<file path="src/rtl/pll_cfg_sequencer_if.sv">
// Avalon-MM management port between the PLL config sequencer and the reconfiguration block.
// The sequencer is the master; readdata carries status with a fixed one-cycle read latency.
interface pll_cfg_sequencer_if;
    logic [5:0]  mgmt_address;
    logic [31:0] mgmt_writedata;
    logic        mgmt_write;
    logic        mgmt_read;
    logic [31:0] mgmt_readdata;
    logic        mgmt_waitrequest;

    modport master (
        output mgmt_address,
        output mgmt_writedata,
        output mgmt_write,
        output mgmt_read,
        input  mgmt_readdata,
        input  mgmt_waitrequest
    );

    modport slave (
        input  mgmt_address,
        input  mgmt_writedata,
        input  mgmt_write,
        input  mgmt_read,
        output mgmt_readdata,
        output mgmt_waitrequest
    );
endinterface

</file>
<file path="src/rtl/pll_cfg_sequencer.sv">
// Turns one cfg_req into the PLL reconfig write sequence (mode, N, M, C, K, start), then polls status.
// Latency: first write the cycle after acceptance; done 9+SETTLE_CYCLES cycles later at best, plus stalls and polls.
// Backpressure: waitrequest freezes the current transfer; a request while busy is dropped; TIMEOUT_CYCLES aborts.
module pll_cfg_sequencer #(
    parameter int SETTLE_CYCLES  = 4,
    parameter int TIMEOUT_CYCLES = 65535
) (
    input  logic                       mgmt_clk,
    input  logic                       mgmt_reset_n,
    input  logic                       cfg_req,
    input  logic [17:0]                cfg_n,
    input  logic [17:0]                cfg_m,
    input  logic [17:0]                cfg_c,
    input  logic [31:0]                cfg_k,
    output logic                       cfg_busy,
    output logic                       cfg_done,
    output logic                       cfg_error,
    pll_cfg_sequencer_if.master        mgmt
);

    localparam int TW = $clog2(TIMEOUT_CYCLES + 1);
    localparam logic [TW-1:0] TMO_LAST    = TW'(TIMEOUT_CYCLES - 1);
    localparam logic [7:0]    SETTLE_LAST = 8'(SETTLE_CYCLES - 1);
    localparam logic [2:0]    WR_LAST     = 3'd5;

    localparam logic [5:0] ADDR_MODE   = 6'd0;
    localparam logic [5:0] ADDR_STATUS = 6'd1;
    localparam logic [5:0] ADDR_START  = 6'd2;
    localparam logic [5:0] ADDR_N      = 6'd3;
    localparam logic [5:0] ADDR_M      = 6'd4;
    localparam logic [5:0] ADDR_C      = 6'd5;
    localparam logic [5:0] ADDR_K      = 6'd7;

    typedef enum logic [2:0] {
        S_IDLE,
        S_WR,
        S_SETTLE,
        S_RD,
        S_RD_WAIT,
        S_DONE
    } state_t;

    state_t         state, state_nxt;
    logic [2:0]     wr_idx, wr_idx_nxt;
    logic [7:0]     settle_cnt, settle_cnt_nxt;
    logic [TW-1:0]  tmo_cnt, tmo_cnt_nxt;
    logic           err_nxt;
    logic           accept;
    logic           busy;
    logic           status_done;
    logic           unused_rd_bits;

    logic [17:0]    n_q, m_q, c_q;
    logic [31:0]    k_q;

    logic [5:0]     wr_addr;
    logic [31:0]    wr_data;

    assign busy           = (state == S_WR) || (state == S_SETTLE) ||
                            (state == S_RD) || (state == S_RD_WAIT);
    assign status_done    = mgmt.mgmt_readdata[0];
    assign unused_rd_bits = ^mgmt.mgmt_readdata[31:1];

    // Write table indexed by step; order is fixed and start is always last.
    always_comb begin
        wr_addr = '0;
        wr_data = '0;
        case (wr_idx)
            3'd0: begin wr_addr = ADDR_MODE;  wr_data = 32'd1;          end
            3'd1: begin wr_addr = ADDR_N;     wr_data = {14'd0, n_q};   end
            3'd2: begin wr_addr = ADDR_M;     wr_data = {14'd0, m_q};   end
            3'd3: begin wr_addr = ADDR_C;     wr_data = {14'd0, c_q};   end
            3'd4: begin wr_addr = ADDR_K;     wr_data = k_q;            end
            3'd5: begin wr_addr = ADDR_START; wr_data = 32'd0;          end
            default: begin wr_addr = '0;      wr_data = '0;             end
        endcase
    end

    always_comb begin
        state_nxt      = state;
        wr_idx_nxt     = wr_idx;
        settle_cnt_nxt = settle_cnt;
        tmo_cnt_nxt    = tmo_cnt;
        err_nxt        = cfg_error;
        accept         = 1'b0;

        case (state)
            S_IDLE: begin
                if (cfg_req) begin
                    accept      = 1'b1;
                    state_nxt   = S_WR;
                    wr_idx_nxt  = 3'd0;
                    tmo_cnt_nxt = '0;
                    err_nxt     = 1'b0;
                end
            end
            S_WR: begin
                if (!mgmt.mgmt_waitrequest) begin
                    if (wr_idx == WR_LAST) begin
                        state_nxt      = S_SETTLE;
                        settle_cnt_nxt = 8'd0;
                    end else begin
                        wr_idx_nxt = wr_idx + 3'd1;
                    end
                end
            end
            S_SETTLE: begin
                if (settle_cnt == SETTLE_LAST) begin
                    state_nxt = S_RD;
                end else begin
                    settle_cnt_nxt = settle_cnt + 8'd1;
                end
            end
            S_RD: begin
                if (!mgmt.mgmt_waitrequest) begin
                    state_nxt = S_RD_WAIT;
                end
            end
            S_RD_WAIT: begin
                state_nxt = status_done ? S_DONE : S_RD;
            end
            S_DONE: begin
                state_nxt = S_IDLE;
            end
            default: begin
                state_nxt = S_IDLE;
            end
        endcase

        if (state != S_IDLE) begin
            tmo_cnt_nxt = tmo_cnt + TW'(1);
        end

        // The counter lands on TIMEOUT_CYCLES in the same cycle the abort becomes visible.
        if (busy && (tmo_cnt == TMO_LAST)) begin
            state_nxt = S_IDLE;
            err_nxt   = 1'b1;
        end
    end

    always_ff @(posedge mgmt_clk or negedge mgmt_reset_n) begin
        if (!mgmt_reset_n) begin
            state      <= S_IDLE;
            wr_idx     <= '0;
            settle_cnt <= '0;
            tmo_cnt    <= '0;
            cfg_error  <= 1'b0;
        end else begin
            state      <= state_nxt;
            wr_idx     <= wr_idx_nxt;
            settle_cnt <= settle_cnt_nxt;
            tmo_cnt    <= tmo_cnt_nxt;
            cfg_error  <= err_nxt;
        end
    end

    always_ff @(posedge mgmt_clk or negedge mgmt_reset_n) begin
        if (!mgmt_reset_n) begin
            n_q <= '0;
            m_q <= '0;
            c_q <= '0;
            k_q <= '0;
        end else if (accept) begin
            n_q <= cfg_n;
            m_q <= cfg_m;
            c_q <= cfg_c;
            k_q <= cfg_k;
        end
    end

    // Outputs decode from registered state only, so an async reset clears them at once.
    always_comb begin
        mgmt.mgmt_write     = (state == S_WR);
        mgmt.mgmt_read      = (state == S_RD);
        mgmt.mgmt_address   = '0;
        mgmt.mgmt_writedata = '0;
        if (state == S_WR) begin
            mgmt.mgmt_address   = wr_addr;
            mgmt.mgmt_writedata = wr_data;
        end else if (state == S_RD) begin
            mgmt.mgmt_address   = ADDR_STATUS;
        end
    end

    assign cfg_busy = busy;
    assign cfg_done = (state == S_DONE);

endmodule

</file>
<file path="src/flat_wrapper.sv">
// flat-port wrapper written by rule: the top's interface ports become plain ports
module pll_cfg_sequencer_flat 
#(
    parameter int SETTLE_CYCLES  = 4,
    parameter int TIMEOUT_CYCLES = 65535
)
  (mgmt_clk, mgmt_reset_n, cfg_req, cfg_n, cfg_m, cfg_c, cfg_k, cfg_busy, cfg_done, cfg_error, mgmt_mgmt_address, mgmt_mgmt_writedata, mgmt_mgmt_write, mgmt_mgmt_read, mgmt_mgmt_readdata, mgmt_mgmt_waitrequest);
  pll_cfg_sequencer_if mgmt_i ();
  input  logic mgmt_clk;
  input  logic mgmt_reset_n;
  input  logic cfg_req;
  input  logic [17:0] cfg_n;
  input  logic [17:0] cfg_m;
  input  logic [17:0] cfg_c;
  input  logic [31:0] cfg_k;
  output logic cfg_busy;
  output logic cfg_done;
  output logic cfg_error;
  output wire logic [$bits(mgmt_i.mgmt_address)-1:0] mgmt_mgmt_address;
  output wire logic [$bits(mgmt_i.mgmt_writedata)-1:0] mgmt_mgmt_writedata;
  output wire logic [$bits(mgmt_i.mgmt_write)-1:0] mgmt_mgmt_write;
  output wire logic [$bits(mgmt_i.mgmt_read)-1:0] mgmt_mgmt_read;
  input wire logic [$bits(mgmt_i.mgmt_readdata)-1:0] mgmt_mgmt_readdata;
  input wire logic [$bits(mgmt_i.mgmt_waitrequest)-1:0] mgmt_mgmt_waitrequest;
  assign mgmt_mgmt_address = mgmt_i.mgmt_address;
  assign mgmt_mgmt_writedata = mgmt_i.mgmt_writedata;
  assign mgmt_mgmt_write = mgmt_i.mgmt_write;
  assign mgmt_mgmt_read = mgmt_i.mgmt_read;
  assign mgmt_i.mgmt_readdata = mgmt_mgmt_readdata;
  assign mgmt_i.mgmt_waitrequest = mgmt_mgmt_waitrequest;
  pll_cfg_sequencer #(.SETTLE_CYCLES(SETTLE_CYCLES), .TIMEOUT_CYCLES(TIMEOUT_CYCLES)) u_core (.mgmt_clk(mgmt_clk), .mgmt_reset_n(mgmt_reset_n), .cfg_req(cfg_req), .cfg_n(cfg_n), .cfg_m(cfg_m), .cfg_c(cfg_c), .cfg_k(cfg_k), .cfg_busy(cfg_busy), .cfg_done(cfg_done), .cfg_error(cfg_error), .mgmt(mgmt_i));
endmodule
</file>
<file path="config.mk">
export PLATFORM = sky130hd
export DESIGN_NAME = pll_cfg_sequencer_flat
export DESIGN_NICKNAME = d
export VERILOG_FILES = /design/src/rtl/pll_cfg_sequencer_if.sv /design/src/rtl/pll_cfg_sequencer.sv /design/src/flat_wrapper.sv
export SDC_FILE = /design/constraint.sdc
export NUM_CORES = 1
export LEC_CHECK = 0
export BUFFER_PORTS_ARGS = -buffer_cell sky130_fd_sc_hd__buf_2
export CAP_MARGIN = 0
export CORE_UTILIZATION = 43
export DETAILED_ROUTE_END_ITERATION = 12
export GPL_TIMING_DRIVEN = 0
export PLACE_DENSITY = 0.68
export SLEW_MARGIN = 20
export SYNTH_ARGS = -nofsm -noshare
export SYNTH_HDL_FRONTEND = slang
export SYNTH_SLANG_ARGS = --single-unit
</file>
<file path="constraint.sdc">
create_clock -name mgmt_clk -period 4.9 [get_ports mgmt_clk]
set_input_delay 0.245 -clock mgmt_clk [delete_from_list [all_inputs] [get_ports mgmt_clk]]
set_output_delay 0.245 -clock mgmt_clk [all_outputs]
set_load 0.03 [all_outputs]
</file>
**Word-level counts from Yosys, hierarchy flattened**

Index checks and enable logic that the tools add are counted.

- Register bits after elaboration: 117
- Output and inout port bits: 43
- Word-level logic and storage cells: 81

- Add/subtract/negate cells: 3
- Equal/unequal tests: 22
- Muxes and demuxes: 29
- Reduce and logical (&&, ||, !) cells: 18

Operator list:

| kind | number |
|---|---|
| $pmux W32 S5 | 1 |
| $mux W16 | 3 |
| $mux W32 | 1 |
| $mux W3 | 10 |
| $pmux W3 S5 | 2 |
| $mux W8 | 3 |
| $add A16 B1 Y16 const B | 1 |
| $eq A16 B16 Y1 const B | 1 |
| $pmux W8 S2 | 1 |
| $eq A3 B2 Y1 const B | 4 |
| $eq A3 B3 Y1 const B | 4 |
| $reduce_bool A2 Y1 | 6 |
| $ne A3 B2 Y1 const B | 3 |
| $add A8 B1 Y8 const B | 1 |
| $eq A8 B2 Y1 const B | 1 |
| $ne A2 B2 Y1 const B | 4 |
| $reduce_and A4 Y1 | 2 |
| $eq A3 B1 Y1 const B | 2 |
| $logic_not A3 Y1 | 2 |
| $mux W1 | 6 |
| $mux W6 | 1 |
| $pmux W3 S2 | 1 |
| $reduce_and A5 Y1 | 1 |
| $reduce_and A2 Y1 | 2 |
| other kinds (7) | 9 |

**Logic depth before layout (Yosys ltp)**

- Word-level depth: 7
- Depth in mapped cells: 8
- Mapped depth without buffers: 7

**Least setup slack after synthesis**

OpenSTA, ideal clock, no wires.

- Kind: register -> output
- From: reg u_core.wr_idx[1]
- To: out mgmt_mgmt_writedata[8]
- Data arrival time: 2099 ps
- Path slack: 2556 ps
- Stages on the path, launching flop included: 8
- Path through: dfrtp_1 inv_1 ha_1 nor2b_1 clkbuf_1 clkbuf_1 a22oi_1 a21oi_1

- Word-level cells in the longest chain between the ends: 3
- Elaborated cells between the ends (all ways): 7
- Those cells by class: 4 x eq/ne; 2 x mux; 1 x reduce/logical

RTL lines:

| what | line | source |
|---|---|---|
| start: declaration | pll_cfg_sequencer.sv:44 | `logic [2:0] wr_idx, wr_idx_nxt;` |
| start signal: assignment | pll_cfg_sequencer.sv:150 | `wr_idx <= wr_idx_nxt;` |
| $eq A3 B3 Y1 (tied with other cells) | pll_cfg_sequencer.sv:68 | `case (wr_idx)` |
| $pmux W32 S5 (*) | pll_cfg_sequencer.sv:68 |  |
| $mux W32 (*) | pll_cfg_sequencer.sv:177 | `if (state == S_WR) begin` |
| end: declaration | flat_wrapper.sv:20 | `output wire logic [$bits(mgmt_i.mgmt_writedata)-1:0] mgmt_mgmt_writedata;` |

Every way passes the cells marked *; elsewhere a longest branch is shown, timed or not.

**Worst setup path in the final report**

- From: reg u_core.wr_idx[0]
- To: out mgmt_mgmt_writedata[17]

Same word-level chain as after synthesis.

==> results.sh <==
export IMPL_outcome="finished clean"
export IMPL_netlist_area_mm2=0.00554
export IMPL_postCtsSetupBuffers=0
export IMPL_setup_viol=0
export IMPL_area_growth_syn_to_layout_pct=26.4
export IMPL_dieWidth_um=115
export IMPL_grt_antenna_before_repair=0
export IMPL_grt_pass1_vias=5028
export IMPL_fin_crit_sh_pct=71.1
export IMPL_slew_viol_final=0
export IMPL_root_buffer="clkbuf_16"
export IMPL_antenna_cells=0
export IMPL_slowest_stage="o41ai_2"
export IMPL_hold_viol=0
export IMPL_ys_warn_count=0
export IMPL_grt_ovfl_total=0
export IMPL_pwr_share_clk_pct=26.3
export IMPL_use_met3_pct=7.06
export IMPL_setup_tns_ps=0
export IMPL_hold_path_class="input pin to register"
export IMPL_cap_viol_max_count=0
export IMPL_drive_gt1_share_pct=21.3
export IMPL_max_freq_mhz=287
export IMPL_port_buffers=130
export IMPL_critPathArrivalTime_ps=3240
export IMPL_seq_power_share_pct=36.5
export IMPL_cp_common_cell="clkbuf_1"
export IMPL_multiInputGateArea_mm2=0.00241
export IMPL_avgSynthCellArea_um2=8.51
export IMPL_worstMarginPinSlew_ps=1040
export IMPL_mostFrequentLayoutCells="nand2_1, buf_2, dfrtp_1"
export IMPL_grt_total_usage_pct=24.1
export IMPL_cp_data_required_time_ps=4660
export IMPL_grt_start_max_net_pins=62
export IMPL_path_buf_inv=4
export IMPL_die_h_um=115
export IMPL_dieArea_mm2=0.0133
export IMPL_grt_pass1_wl_um=24000
export IMPL_max_stage_delay_ps=890
export IMPL_hold_ws_ps=14.1
export IMPL_route_detailed_drc=0
export IMPL_path_class="register to output pin"
export IMPL_n_fill_cell=1190
export IMPL_path_clk_slew_ps=50
export IMPL_crit_chain="inv_1 -> ha_1 -> nor2b_1 -> clkbuf_1 -> o41ai_2 -> clkbuf_1 -> a21oi_1 -> buf_2"
export IMPL_layout_commonest_cell="nand2_1"
export IMPL_viasPerCell=5.15
export IMPL_ys_async_sr_fraction_pct=100
export IMPL_rows=41
export IMPL_ant_nets=0
export IMPL_wl_per_cell_um=15.1
export IMPL_grtUsageMet1_pct=31.2
export IMPL_insertion_delay_ps=420
export IMPL_ios=165
export IMPL_start_util_pct=44.1
export IMPL_swShare_pct=39.8
export IMPL_cts_sinks=117
export IMPL_core_mm2=0.0126
export IMPL_ys_flop_type="dfrtp_1"
export IMPL_path_max_fanout=10
export IMPL_dr_pass1_iters=5
export IMPL_ys_seq_area_share_pct=52.9
export IMPL_layout_min_cycle_time_ps=3480
export IMPL_ys_types=48
export IMPL_syn_inst=651
export IMPL_synth_seq_cells=117
export IMPL_htree_levels=4
export IMPL_comb_power_share_pct=37.3
export IMPL_clockBufferDepth=2
export IMPL_cp_end_kind="output pin"
export IMPL_switchingPower_w=0.00176
export IMPL_synth_edf_count=0
export IMPL_ff_latch_area_mm2=0.00293
export IMPL_rsz0062_at_grt="false"
export IMPL_dp_hpwl_um=10600
export IMPL_use_met2_pct=37.0
export IMPL_fin_nets=934
export IMPL_cp_top_family="buffers and inverters"
export IMPL_p_per_area_mw_per_mm2=631
export IMPL_cp_start_kind="register"
export IMPL_cts_tree="built"
export IMPL_cts_made_buffers=17
export IMPL_p_int_w=0.00266
export IMPL_finClkSkew_ps=7.64
export IMPL_finalWirelength_um=14900
export IMPL_irDropWorstVdd_mv=0.319
export IMPL_drt_iter0_drc=236
export IMPL_slew_headroom_pct=29.9
export IMPL_grt_busiest_layer="met2"
export IMPL_route_vias_total=5071
export IMPL_place_gp_congestion=0.839
export IMPL_p_leak_nw=3.67
per-layer routing:
layer	part of all wire, %	vias up	wire length [um]
met5	0	-	0
met4	2.5	0	373
met3	6.2	27	920
met2	46	162	6840
met1	45	2411	6740
li1	-	2471	-
synth_stat cells, types with 2 or more instances:
library cell  instances  area, um^2
or2_2                 2        12.5
nand3b_1              3        22.5
buf_2                 4        20.0
a21oi_1              26         130
mux2i_1               2        20.0
o31ai_1               6        45.0
ha_1                  8         100
nand3_1              10        50.1
and2_1                3        18.8
nor2b_1               4        25.0
and3_1               16         100
xnor2_1               4        35.0
a21o_1                4        30.0
nand2_1             277        1040
dfrtp_1             117        2930
nor4_1                2        12.5
clkbuf_1             30         113
o21ai_0              25         125
a22o_1                2        17.5
inv_1                 8        30.0
buf_1                 2        7.51
nor3_1                6        30.0
a211oi_1              2        15.0
nor2_1               23        86.3
nand4_1               6        37.5
buf_4                 3        22.5
a22oi_1              34         255
xor2_1                2        17.5
per-stage QoR:
| stage | utilization (%) | setup slack (ps) | area, um^2 | cells | total power, W |
|---|---|---|---|---|---|
| finish | 55.7 | 1420 | 7000 | 985 | 0.00441 |
| global route | 55.7 | 1180 | 7000 | 985 | 0.00472 |
| CTS | 55.7 | 1340 | 7000 | 985 | 0.00444 |
| detailed placement | 51.3 | 1820 | 6450 | 956 | 0.00326 |
| global placement | 51.0 | 1850 | 6410 | 955 | 0.00319 |
| floorplan | - | 2560 | 5550 | 653 | 0.00272 |
power by group through the flow:
stage	logic (W)	clock network (W)	registers, W
after global placement	0.00159	0	0.00160
after global routing	0.00184	0.00123	0.00165
final	0.00165	0.00116	0.00161
after CTS	0.00166	0.00118	0.00160
after detailed placement	0.00165	0	0.00161
after floorplan	0.00118	0	0.00155
layout make-up:
class | count | area share (%)
buffer | 41 | 2.56
clock buffer | 22 | 6.63
clock inverter | 6 | 1.14
inverter | 8 | 0.429
multi-input combinational | 487 | 34.4
sequential | 117 | 41.8
tap | 172 | 3.07
timing repair buffer | 132 | 9.92
repair_timing:
action	CTS	global route
hold buffers	1	0
resized for setup	0	0
endpoints found under the setup margin	0	0
hold endpoints to repair	60	0
cell families after synthesis:
family | synth area share [%]
AO/OA/AOI/OAI | 13.1
XOR/XNOR | 0.949
adder cells (fa/ha/maj) | 1.81
buffers and inverters | 3.77
flip-flops | 52.9
multiplexers | 0.565
other | 0.0677
AND/OR/NAND/NOR | 26.9
worst reg2reg max path, stage by stage, from the launching register on:
cell	delay, ps
dfrtp_1	380
buf_6	140
nor3_1	700
and2_1	220
clkbuf_1	230
buf_2	300
buf_1	390
nand2_1	110
nand2_1	80
final timing paths:
check | from | endpoint | slack (ps) | depth (start not counted)
setup reg to reg | u_core.state[0] | u_core.k_q[8] | 2310 | 8
max in group asynchronous | mgmt_reset_n | u_core.m_q[6] | 3840 | 3
min in group asynchronous | mgmt_reset_n | u_core.tmo_cnt[3] | 360 | 2
setup / recovery | u_core.wr_idx[0] | mgmt_mgmt_writedata[17] | 1420 | 8
hold reg to reg | u_core.k_q[22] | u_core.k_q[22] | 460 | 2
hold / removal | cfg_m[13] | u_core.m_q[13] | 10 | 3
sequential cells by signal, summed over array words and instances (netlist names):
register           flops
u_core.state           3
u_core.m_q            18
u_core.wr_idx          3
u_core.k_q            32
u_core.c_q            18
u_core.n_q            18
u_core.tmo_cnt        16
u_core.settle_cnt      8
u_core.cfg_error       1
Power figures use the tool's default switching activity.
